`config.mk`:
```
export PLATFORM = sky130hd
export DESIGN_NAME = ninjakun_chrrom_arb
export DESIGN_NICKNAME = d
export VERILOG_FILES = /design/src/rtl/ninjakun_chrrom_arb_pkg.sv /design/src/rtl/ninjakun_arb_slot.sv /design/src/rtl/ninjakun_chrrom_arb.sv
export SDC_FILE = /design/constraint.sdc
export NUM_CORES = 1
export LEC_CHECK = 0
export CORE_UTILIZATION = 28
export CTS_BUF_LIST = sky130_fd_sc_hd__clkbuf_8
export CTS_CLUSTER_SIZE = 14
export DETAILED_ROUTE_END_ITERATION = 6
export PLACE_DENSITY = 0.59
export RECOVER_POWER = 25
export REMOVE_ABC_BUFFERS = 1
export SYNTH_ARGS = -nofsm -noshare
export SYNTH_HDL_FRONTEND = slang
export SYNTH_SLANG_ARGS = --single-unit
```
`constraint.sdc`:
```
create_clock -name VCLKx4 -period 8.6 [get_ports VCLKx4]
set_input_delay 1.72 -clock VCLKx4 [delete_from_list [all_inputs] [get_ports VCLKx4]]
set_output_delay 1.72 -clock VCLKx4 [all_outputs]
set_load 0.01 [all_outputs]
```
`src/rtl/ninjakun_chrrom_arb_pkg.sv`:
```
// Shared encodings, widths and phase-to-owner map for the Ninjakun character-ROM arbiter.
// Build option: NINJAKUN_ARB_BORROW_EN lets an idle phase owner lend its slot.
package ninjakun_chrrom_arb_pkg;

  localparam int AD_W    = 13;
  localparam int ROMAD_W = 15;
  localparam int DT_W    = 32;
  localparam int NUM_SRC = 3;

  // Requester code, also the top two bits of the shared ROM address.
  typedef enum logic [1:0] {
    SRC_FG = 2'b00,
    SRC_BG = 2'b01,
    SRC_SP = 2'b10
  } src_e;

  // Sprites get two slots per round because they fetch the most words.
  function automatic src_e phase_owner(input logic [1:0] phase);
    case (phase)
      2'd0:    return SRC_FG;
      2'd1:    return SRC_BG;
      default: return SRC_SP;
    endcase
  endfunction

endpackage

```
`src/rtl/ninjakun_arb_slot.sv`:
```
// One requester's fetch slot: latches a request, waits for a grant, then
// captures the ROM word one cycle after the grant and pulses ack.
module ninjakun_arb_slot
  import ninjakun_chrrom_arb_pkg::*;
(
  input  logic            clk_i,
  input  logic            rst_i,
  input  logic            req_i,
  input  logic [AD_W-1:0] ad_i,
  input  logic            grant_i,
  input  logic [DT_W-1:0] rom_dt_i,
  output logic            pend_o,
  output logic [AD_W-1:0] ad_o,
  output logic            ack_o,
  output logic [DT_W-1:0] dt_o
);

  localparam logic [1:0] ST_IDLE   = 2'd0;
  localparam logic [1:0] ST_PEND   = 2'd1;
  localparam logic [1:0] ST_FLIGHT = 2'd2;

  logic [1:0]      state_q, state_d;
  logic [AD_W-1:0] ad_q, ad_d;
  logic [DT_W-1:0] dt_q, dt_d;
  logic            ack_q, ack_d;

  // The slot is already empty in the ack cycle, so a back-to-back request is taken.
  always_comb begin
    state_d = state_q;
    ad_d    = ad_q;
    dt_d    = dt_q;
    ack_d   = 1'b0;
    case (state_q)
      ST_IDLE: begin
        if (req_i) begin
          state_d = ST_PEND;
          ad_d    = ad_i;
        end
      end
      ST_PEND: begin
        if (grant_i) begin
          state_d = ST_FLIGHT;
        end
      end
      ST_FLIGHT: begin
        state_d = ST_IDLE;
        dt_d    = rom_dt_i;
        ack_d   = 1'b1;
      end
      default: state_d = ST_IDLE;
    endcase
  end

  always_ff @(posedge clk_i or posedge rst_i) begin
    if (rst_i) begin
      state_q <= ST_IDLE;
      ad_q    <= '0;
      dt_q    <= '0;
      ack_q   <= 1'b0;
    end else begin
      state_q <= state_d;
      ad_q    <= ad_d;
      dt_q    <= dt_d;
      ack_q   <= ack_d;
    end
  end

  assign pend_o = (state_q == ST_PEND);
  assign ad_o   = ad_q;
  assign ack_o  = ack_q;
  assign dt_o   = dt_q;

endmodule

```
`src/rtl/ninjakun_chrrom_arb.sv`:
```
// Time-division arbiter sharing one synchronous tile ROM between FG, BG and SP fetchers.
// Build option: NINJAKUN_ARB_BORROW_EN (idle owner's slot goes to first pending of FG, BG, SP).
module ninjakun_chrrom_arb
  import ninjakun_chrrom_arb_pkg::*;
(
  input  logic               VCLKx4,
  input  logic               RESET,
  input  logic               FG_REQ,
  input  logic               BG_REQ,
  input  logic               SP_REQ,
  input  logic [AD_W-1:0]    FG_AD,
  input  logic [AD_W-1:0]    BG_AD,
  input  logic [AD_W-1:0]    SP_AD,
  output logic               FG_ACK,
  output logic               BG_ACK,
  output logic               SP_ACK,
  output logic [DT_W-1:0]    FG_DT,
  output logic [DT_W-1:0]    BG_DT,
  output logic [DT_W-1:0]    SP_DT,
  output logic [ROMAD_W-1:0] ROMAD,
  input  logic [DT_W-1:0]    ROMDT,
  input  logic               ROMEN,
  output logic [1:0]         PHASE
);

  logic [1:0]         phase_q, phase_d;
  logic [ROMAD_W-1:0] romad_q, romad_d;

  logic [NUM_SRC-1:0] req_v, pend_v, grant_v, ack_v;
  logic [AD_W-1:0]    ad_in   [NUM_SRC];
  logic [AD_W-1:0]    ad_slot [NUM_SRC];
  logic [DT_W-1:0]    dt_v    [NUM_SRC];

  src_e owner;
  src_e grant_src;

  assign req_v    = {SP_REQ, BG_REQ, FG_REQ};
  assign ad_in[0] = FG_AD;
  assign ad_in[1] = BG_AD;
  assign ad_in[2] = SP_AD;

  generate
    for (genvar gi = 0; gi < NUM_SRC; gi++) begin : g_slot
      ninjakun_arb_slot u_slot (
        .clk_i    (VCLKx4),
        .rst_i    (RESET),
        .req_i    (req_v[gi]),
        .ad_i     (ad_in[gi]),
        .grant_i  (grant_v[gi]),
        .rom_dt_i (ROMDT),
        .pend_o   (pend_v[gi]),
        .ad_o     (ad_slot[gi]),
        .ack_o    (ack_v[gi]),
        .dt_o     (dt_v[gi])
      );
    end
  endgenerate

  always_comb begin
    owner     = phase_owner(phase_q);
    grant_v   = '0;
    grant_src = owner;
    if (!ROMEN) begin
      if (pend_v[owner]) begin
        grant_v[owner] = 1'b1;
      end
`ifdef NINJAKUN_ARB_BORROW_EN
      else begin
        // Descending scan so the lowest-numbered pending requester wins.
        for (int i = NUM_SRC - 1; i >= 0; i--) begin
          if (pend_v[i] && (i != int'(owner))) begin
            grant_v    = '0;
            grant_v[i] = 1'b1;
            grant_src  = src_e'(2'(i));
          end
        end
      end
`endif
    end
  end

  // ROMAD is combinational in the grant cycle so the ROM sees it one edge later.
  always_comb begin
    phase_d = phase_q + 2'd1;
    romad_d = romad_q;
    if (|grant_v) begin
      romad_d = {grant_src, ad_slot[grant_src]};
    end
  end

  always_ff @(posedge VCLKx4 or posedge RESET) begin
    if (RESET) begin
      phase_q <= 2'd0;
      romad_q <= '0;
    end else begin
      phase_q <= phase_d;
      romad_q <= romad_d;
    end
  end

  assign ROMAD  = romad_d;
  assign PHASE  = phase_q;
  assign FG_ACK = ack_v[0];
  assign BG_ACK = ack_v[1];
  assign SP_ACK = ack_v[2];
  assign FG_DT  = dt_v[0];
  assign BG_DT  = dt_v[1];
  assign SP_DT  = dt_v[2];

endmodule

```
==> results of run 1 <==
per-stage QoR:
step / setup slack [ns] / cell area, um^2 / hold slack [ns]
5_1_grt: 2.79 / 8980 / 0.510
3_5_place_dp: 3.19 / 8610 / 0.466
2_1_floorplan: 2.53 / 6280 / 0.441
4_1_cts: 3.16 / 9000 / 0.492
3_3_place_gp: 3.21 / 8610 / 0.468
6_report: 3.09 / 8980 / 0.484
sequential cells by signal, summed over array words and instances, names as in the netlist:
| signal | flops |
|---|---|
| g_slot.u_slot.ack_o | 3 |
| g_slot.u_slot.ad_o | 39 |
| g_slot.u_slot.state_q | 6 |
| g_slot.u_slot.dt_o | 96 |
| romad_q | 15 |
| PHASE | 2 |
cells by family (layout without fill, tap and decap cells):
logic type | count (synthesis) | count (layout) | share of synthesized area
compound gates | 32 | 32 | 0.0304
fa+ha+maj | 4 | 4 | 0.00785
buf+inv | 28 | 232 | 0.0177
flops | 161 | 161 | 0.632
mux | 149 | 149 | 0.269
simple gates | 47 | 47 | 0.0435
worst max path at each step:
stage	from	endpoint	slack [ns]	depth (start not counted)
finish	ROMEN	ROMAD[1]	3.09	5
detailed placement	ROMEN	ROMAD[8]	3.19	5
floorplan	RESET	PHASE[0]$_DFF_PP0_	2.53	1
global route	RESET	romad_q[1]$_DFF_PP0_	2.79	3
CTS	PHASE[1]$_DFF_PP0_	ROMAD[8]	3.16	7
global placement	ROMEN	ROMAD[7]	3.21	5
layer usage:
metal / wire, um / GRT usage / up-vias
li1: - / - / 1876
met1: 7130 / 0.177 / 2040
met2: 6710 / 0.212 / 161
met3: 1220 / 0.0505 / 12
met4: 144 / 0.0404 / 0
met5: 0 / 0 / -
worst max-delay path, delay by kind of cell:
family	cells	cell delay (ns)
AND/OR/NAND/NOR	1	0.24
buffers and inverters	2	1.12
AO/OA/AOI/OAI	1	0.31
multiplexers	1	0.39
cells in the final DEF, fill, tap and decap left out, types with 10 or more instances in the layout:
cell type        synthesis  routed
dfrtp_1                161     161
clkdlybuf4s50_1          0     190
a21oi_1                 12      12
clkbuf_8                 0      17
o21ai_0                 14      14
nor3b_1                 16      13
mux2_4                  10      10
nand2_1                 14      14
mux2_2                 135     135
area by class of cell:
type	instances	area share
Clock buffer	17	0.0261
Clock inverter	15	0.0167
Inverter	5	0.00223
Multi-Input combinational cell	232	0.251
Sequential cell	161	0.449
Tap cell	280	0.0390
Timing Repair Buffer	195	0.217
power breakdown:
| group | switching (mW) | internal (mW) | total [mW] |
|---|---|---|---|
| Clock | 0.307 | 0.238 | 0.545 |
| Sequential | 0.0824 | 0.930 | 1.01 |
| Combinational | 0.214 | 0.392 | 0.606 |
| Total | 0.604 | 1.56 | 2.16 |
==> flow_metrics.env, run 1 <==
export IMPL_status="finished with violations"
export IMPL_violations="max-capacitance violations, max-slew violations"
export IMPL_min_path_type="reg2reg"
export IMPL_synth_most_common_cell="dfrtp_1"
export IMPL_synth_cells=421
export IMPL_synth_edff_count=0
export IMPL_final_instance_count_excl_fill=905
export IMPL_cap_violations=4
export IMPL_timing_fmax_mhz=181
export IMPL_core_mm2=0.0221
export IMPL_setup_viol=0
export IMPL_cts_tree="yes"
export IMPL_die_x_um=153
export IMPL_cts_root_buf="clkbuf_8"
export IMPL_drv_slew=189
export IMPL_rsz0062_at_grt="no"
export IMPL_clock_sinks=161
export IMPL_ys_flop_type="dfrtp_1"
export IMPL_yosys_top_cells_area="dfrtp_1, mux2_2, mux2_4"
export IMPL_yosysWarnings=0
export IMPL_path_class="in2out"
export IMPL_die_h_um=153
export IMPL_antennaDiodeCount=0
export IMPL_post_route_drc_count=0
export IMPL_arrival_ns=3.79
export IMPL_p_per_area_mw_per_mm2=241
export IMPL_cts_buffers=17
export IMPL_syn2layout_area_growth_pct=40.8
export IMPL_rows=54
export IMPL_dp_cells=873
export IMPL_clk_latency_ns=0.44
export IMPL_max_stage_delay_ns=0.63
export IMPL_synth_area_mm2=0.00638
export IMPL_nets=693
export IMPL_die_area_mm2=0.0234
export IMPL_peakVddDrop_v=0.0000991
export IMPL_start_kind="input pin"
export IMPL_cp_max_fo=14
export IMPL_cp_end_kind="primary output"
export IMPL_drive_gt1_frac=0.298
export IMPL_yosys_cell_types_count=27
export IMPL_cts_hold_buf=0
export IMPL_ys_seq_area_frac=0.632
export IMPL_timing_rr_end="g_slot[0].u_slot.dt_o[18]$_DFFE_PP0P_"
export IMPL_cellLeakagePower_nw=3.71
export IMPL_synth_top_area_share=0.632
export IMPL_dp_hpwl_mm=10.6
export IMPL_clk_path_buf_depth=2
export IMPL_drt_iter0_drc=138
export IMPL_slew_headroom=-1.56
export IMPL_fill_cells=2080
export IMPL_antenna_found_initial=0
export IMPL_via_per_inst=4.52
export IMPL_period_needed_ns=5.51
export IMPL_vias=4089
export IMPL_r2r_slack_ns=5.01
export IMPL_io_pins=193
export IMPL_multi_input_area_mm2=0.00225
export IMPL_power_mw=2.16
export IMPL_finalClockSkew_ns=0.0125
export IMPL_finalHoldViolCount=0
export IMPL_synth_top_area_cell="dfrtp_1"
export IMPL_synth_seq_cells=161
export IMPL_crit_slowest_cell="dlygate4sd3_1"
export IMPL_synth_avg_cell_area_um2=15.2
export IMPL_cp_cell_sequence="dlygate4sd3_1, a221oi_4, nand2_4, mux2_1, clkdlybuf4s50_1"
export IMPL_worstHoldPathCells=1
export IMPL_overflow=0
export IMPL_synthTopCellsByCount="dfrtp_1, mux2_2, clkbuf_1, nor3b_1"
export IMPL_regArea_mm2=0.00403
export IMPL_min_period_over_period=0.641
export IMPL_htreeDepth=4
export IMPL_ant_nets=0
export IMPL_grt_pass1_wl_mm=24.8
export IMPL_grt_use_total=0.136
export IMPL_wl_per_cell_um=16.8
export IMPL_wl_mm=15.2
export IMPL_cts_clk_slew_worst_paths_ns=0.10
export IMPL_utilization=0.406
export IMPL_initial_core_util=0.289
export IMPL_async_reset_ff_frac=1.00
export IMPL_setup_tns_final_ns=0
export IMPL_hold_start="romad_q[14]$_DFF_PP0_"
export IMPL_rr_worst_depth=2
export IMPL_cts_setup_buffers=0
export IMPL_grt_pass1_vias=4350
export IMPL_holdPathEnd="romad_q[14]$_DFF_PP0_"
export IMPL_rr_startpoint="g_slot[0].u_slot.state_q[0]$_DFFE_PP0P_"
export IMPL_port_buffer_count=192
export IMPL_postCtsResizedCells=0
export IMPL_tightestPinTransition_ns=3.82
export IMPL_grt_max_degree=87
export IMPL_drtPass1Iterations=4
export IMPL_crit_required_ns=6.88
export IMPL_gp_routability_congestion=0.712
Note: power is estimated with default switching activity, not from simulation.
==> run 2: changes to the inputs <==
Settings changed: PLACE_DENSITY 0.59 to 0.61.
Clock period 8.6 ns to 5 ns, I/O delays scaled along.
==> run 2 against run 1 <==
Effect of this change: the run still ends with max-capacitance violations, max-slew violations left; non-clock buffer count up 3; design area rose by 0.92%; critical path depth is 2 higher; wire length grew 0.57%; clock-buffer cell count did not move; critical path type is now reg2out; largest cell class unchanged; highest routed layer unchanged.
==> flow_metrics.env, run 2 (synthesized netlist as in run 1, its figures left out) <==
export IMPL_status="finished with violations"
export IMPL_violations="max-capacitance violations, max-slew violations"
export IMPL_nets=696
export IMPL_cp_end_kind="primary output"
export IMPL_rsz0062_at_grt="no"
export IMPL_arrival_ns=3.33
export IMPL_drive_gt1_frac=0.301
export IMPL_drtPass1Iterations=4
export IMPL_overflow=0
export IMPL_cp_max_fo=15
export IMPL_path_class="reg2out"
export IMPL_wl_mm=15.3
export IMPL_rows=54
export IMPL_slew_headroom=-1.19
export IMPL_period_needed_ns=4.33
export IMPL_rr_startpoint="g_slot[0].u_slot.state_q[0]$_DFFE_PP0P_"
export IMPL_cp_buffers_inverters=2
export IMPL_core_mm2=0.0221
export IMPL_drt_iter0_drc=117
export IMPL_holdWs_ns=0.488
export IMPL_vias=4082
export IMPL_peakVddDrop_v=0.000166
export IMPL_timing_fmax_mhz=231
export IMPL_wl_met3_mm=1.23
export IMPL_grt_pass1_vias=4405
export IMPL_io_pins=193
export IMPL_hold_start="romad_q[14]$_DFF_PP0_"
export IMPL_holdPathEnd="romad_q[14]$_DFF_PP0_"
export IMPL_min_period_over_period=0.866
export IMPL_r2r_slack_ns=1.50
export IMPL_rr_worst_depth=2
export IMPL_cp_cell_sequence="inv_1, ha_1, or3b_4, a221oi_4, nand2_4, mux2_1, clkdlybuf4s50_1"
export IMPL_clk_path_buf_depth=2
export IMPL_cts_buffers=17
export IMPL_wirelength_met1_mm=7.02
export IMPL_worstHoldPathCells=1
export IMPL_clk_latency_ns=0.45
export IMPL_initial_core_util=0.289
export IMPL_htreeDepth=4
export IMPL_cts_clk_slew_worst_paths_ns=0.09
export IMPL_grt_max_degree=69
export IMPL_postCtsResizedCells=0
export IMPL_cellLeakagePower_nw=3.74
export IMPL_via_per_inst=4.50
export IMPL_timing_rr_end="g_slot[0].u_slot.dt_o[13]$_DFFE_PP0P_"
export IMPL_die_x_um=153
export IMPL_crit_family="simple AND/OR/NAND/NOR gates"
export IMPL_setup_viol=0
export IMPL_cts_setup_buffers=0
export IMPL_dp_hpwl_mm=10.9
export IMPL_post_route_drc_count=0
export IMPL_ant_nets=0
export IMPL_wl_per_cell_um=16.9
export IMPL_crit_slowest_cell="or3b_4"
export IMPL_drv_slew=170
export IMPL_finalHoldViolCount=0
export IMPL_die_area_mm2=0.0234
export IMPL_cts_root_buf="clkbuf_8"
export IMPL_layout_commonest_cell="clkdlybuf4s50_1"
export IMPL_p_per_area_mw_per_mm2=422
export IMPL_clock_sinks=161
export IMPL_antennaDiodeCount=0
export IMPL_tightestPinTransition_ns=3.27
export IMPL_dr_max_layer_used="met4"
export IMPL_die_h_um=153
export IMPL_syn2layout_area_growth_pct=42.1
export IMPL_power_mw=3.82
export IMPL_port_buffer_count=192
export IMPL_gp_routability_congestion=0.747
export IMPL_wl_met2_mm=6.89
export IMPL_grt_pass1_wl_mm=24.8
export IMPL_finalClockSkew_ns=0.0112
export IMPL_antenna_found_initial=0
export IMPL_min_path_type="reg2reg"
export IMPL_grt_use_total=0.136
export IMPL_final_cell_mix="clkdlybuf4s50_1, dfrtp_1, mux2_2"
export IMPL_cts_tree="yes"
export IMPL_max_stage_delay_ns=0.49
export IMPL_crit_required_ns=4.00
export IMPL_cap_violations=4
export IMPL_largest_reg_flops=96
export IMPL_start_kind="register"
export IMPL_cts_hold_buf=0
[run 2: through the flow]
| step | util | area (um^2) | TNS [ns] | setup WS (ns) | cells |
|---|---|---|---|---|---|
| 2_1_floorplan | - | 6280 | -56.07 | -0.348 | 398 |
| 3_3_place_gp | 0.391 | 8650 | 0 | 1.06 | 876 |
| 3_5_place_dp | 0.391 | 8650 | 0 | 0.983 | 876 |
| 4_1_cts | 0.411 | 9080 | 0 | 0.576 | 907 |
| 5_1_grt | 0.410 | 9060 | 0 | 0.441 | 907 |
| 6_report | 0.410 | 9060 | 0 | 0.672 | 907 |
[run 2: worst max path at each step]
stage                               endpoint  cells after the start  slack (ns)          startpoint
final                               ROMAD[9]                      7        0.67  PHASE[1]$_DFF_PP0_
after detailed placement            ROMAD[9]                      5        0.98               ROMEN
after global routing                ROMAD[1]                      7        0.44  PHASE[1]$_DFF_PP0_
after CTS                           ROMAD[9]                      7        0.58  PHASE[1]$_DFF_PP0_
after floorplan           PHASE[0]$_DFF_PP0_                      1       -0.35               RESET
after global placement              ROMAD[9]                      5        1.06               ROMEN
[run 2: report_power, final]
group	switching, mW	internal, mW
combinational	0.367	0.676
sequential	0.147	1.60
clock	0.521	0.510
[run 2: per-layer routing]
| metal | GRT usage | vias up |
|---|---|---|
| met5 | 0 | - |
| met4 | 0.0404 | 0 |
| met3 | 0.0508 | 11 |
| met2 | 0.209 | 162 |
| met1 | 0.179 | 2034 |
| li1 | - | 1875 |
[run 2: cell type report]
cell class | instances | area, um^2
clock inverter | 14 | 198
fill | 2046 | 13000
clock buffer | 17 | 234
timing repair buffer | 198 | 1980
sequential | 161 | 4030
inverter | 5 | 20.0
tap | 280 | 350
multi-input combinational | 232 | 2250
==> run 3: changes to the inputs <==
Settings changed: CTS_CLUSTER_DIAMETER set to 200.
==> results of run 3 <==
Final layout, timing and power as in run 2 (identical DEF).
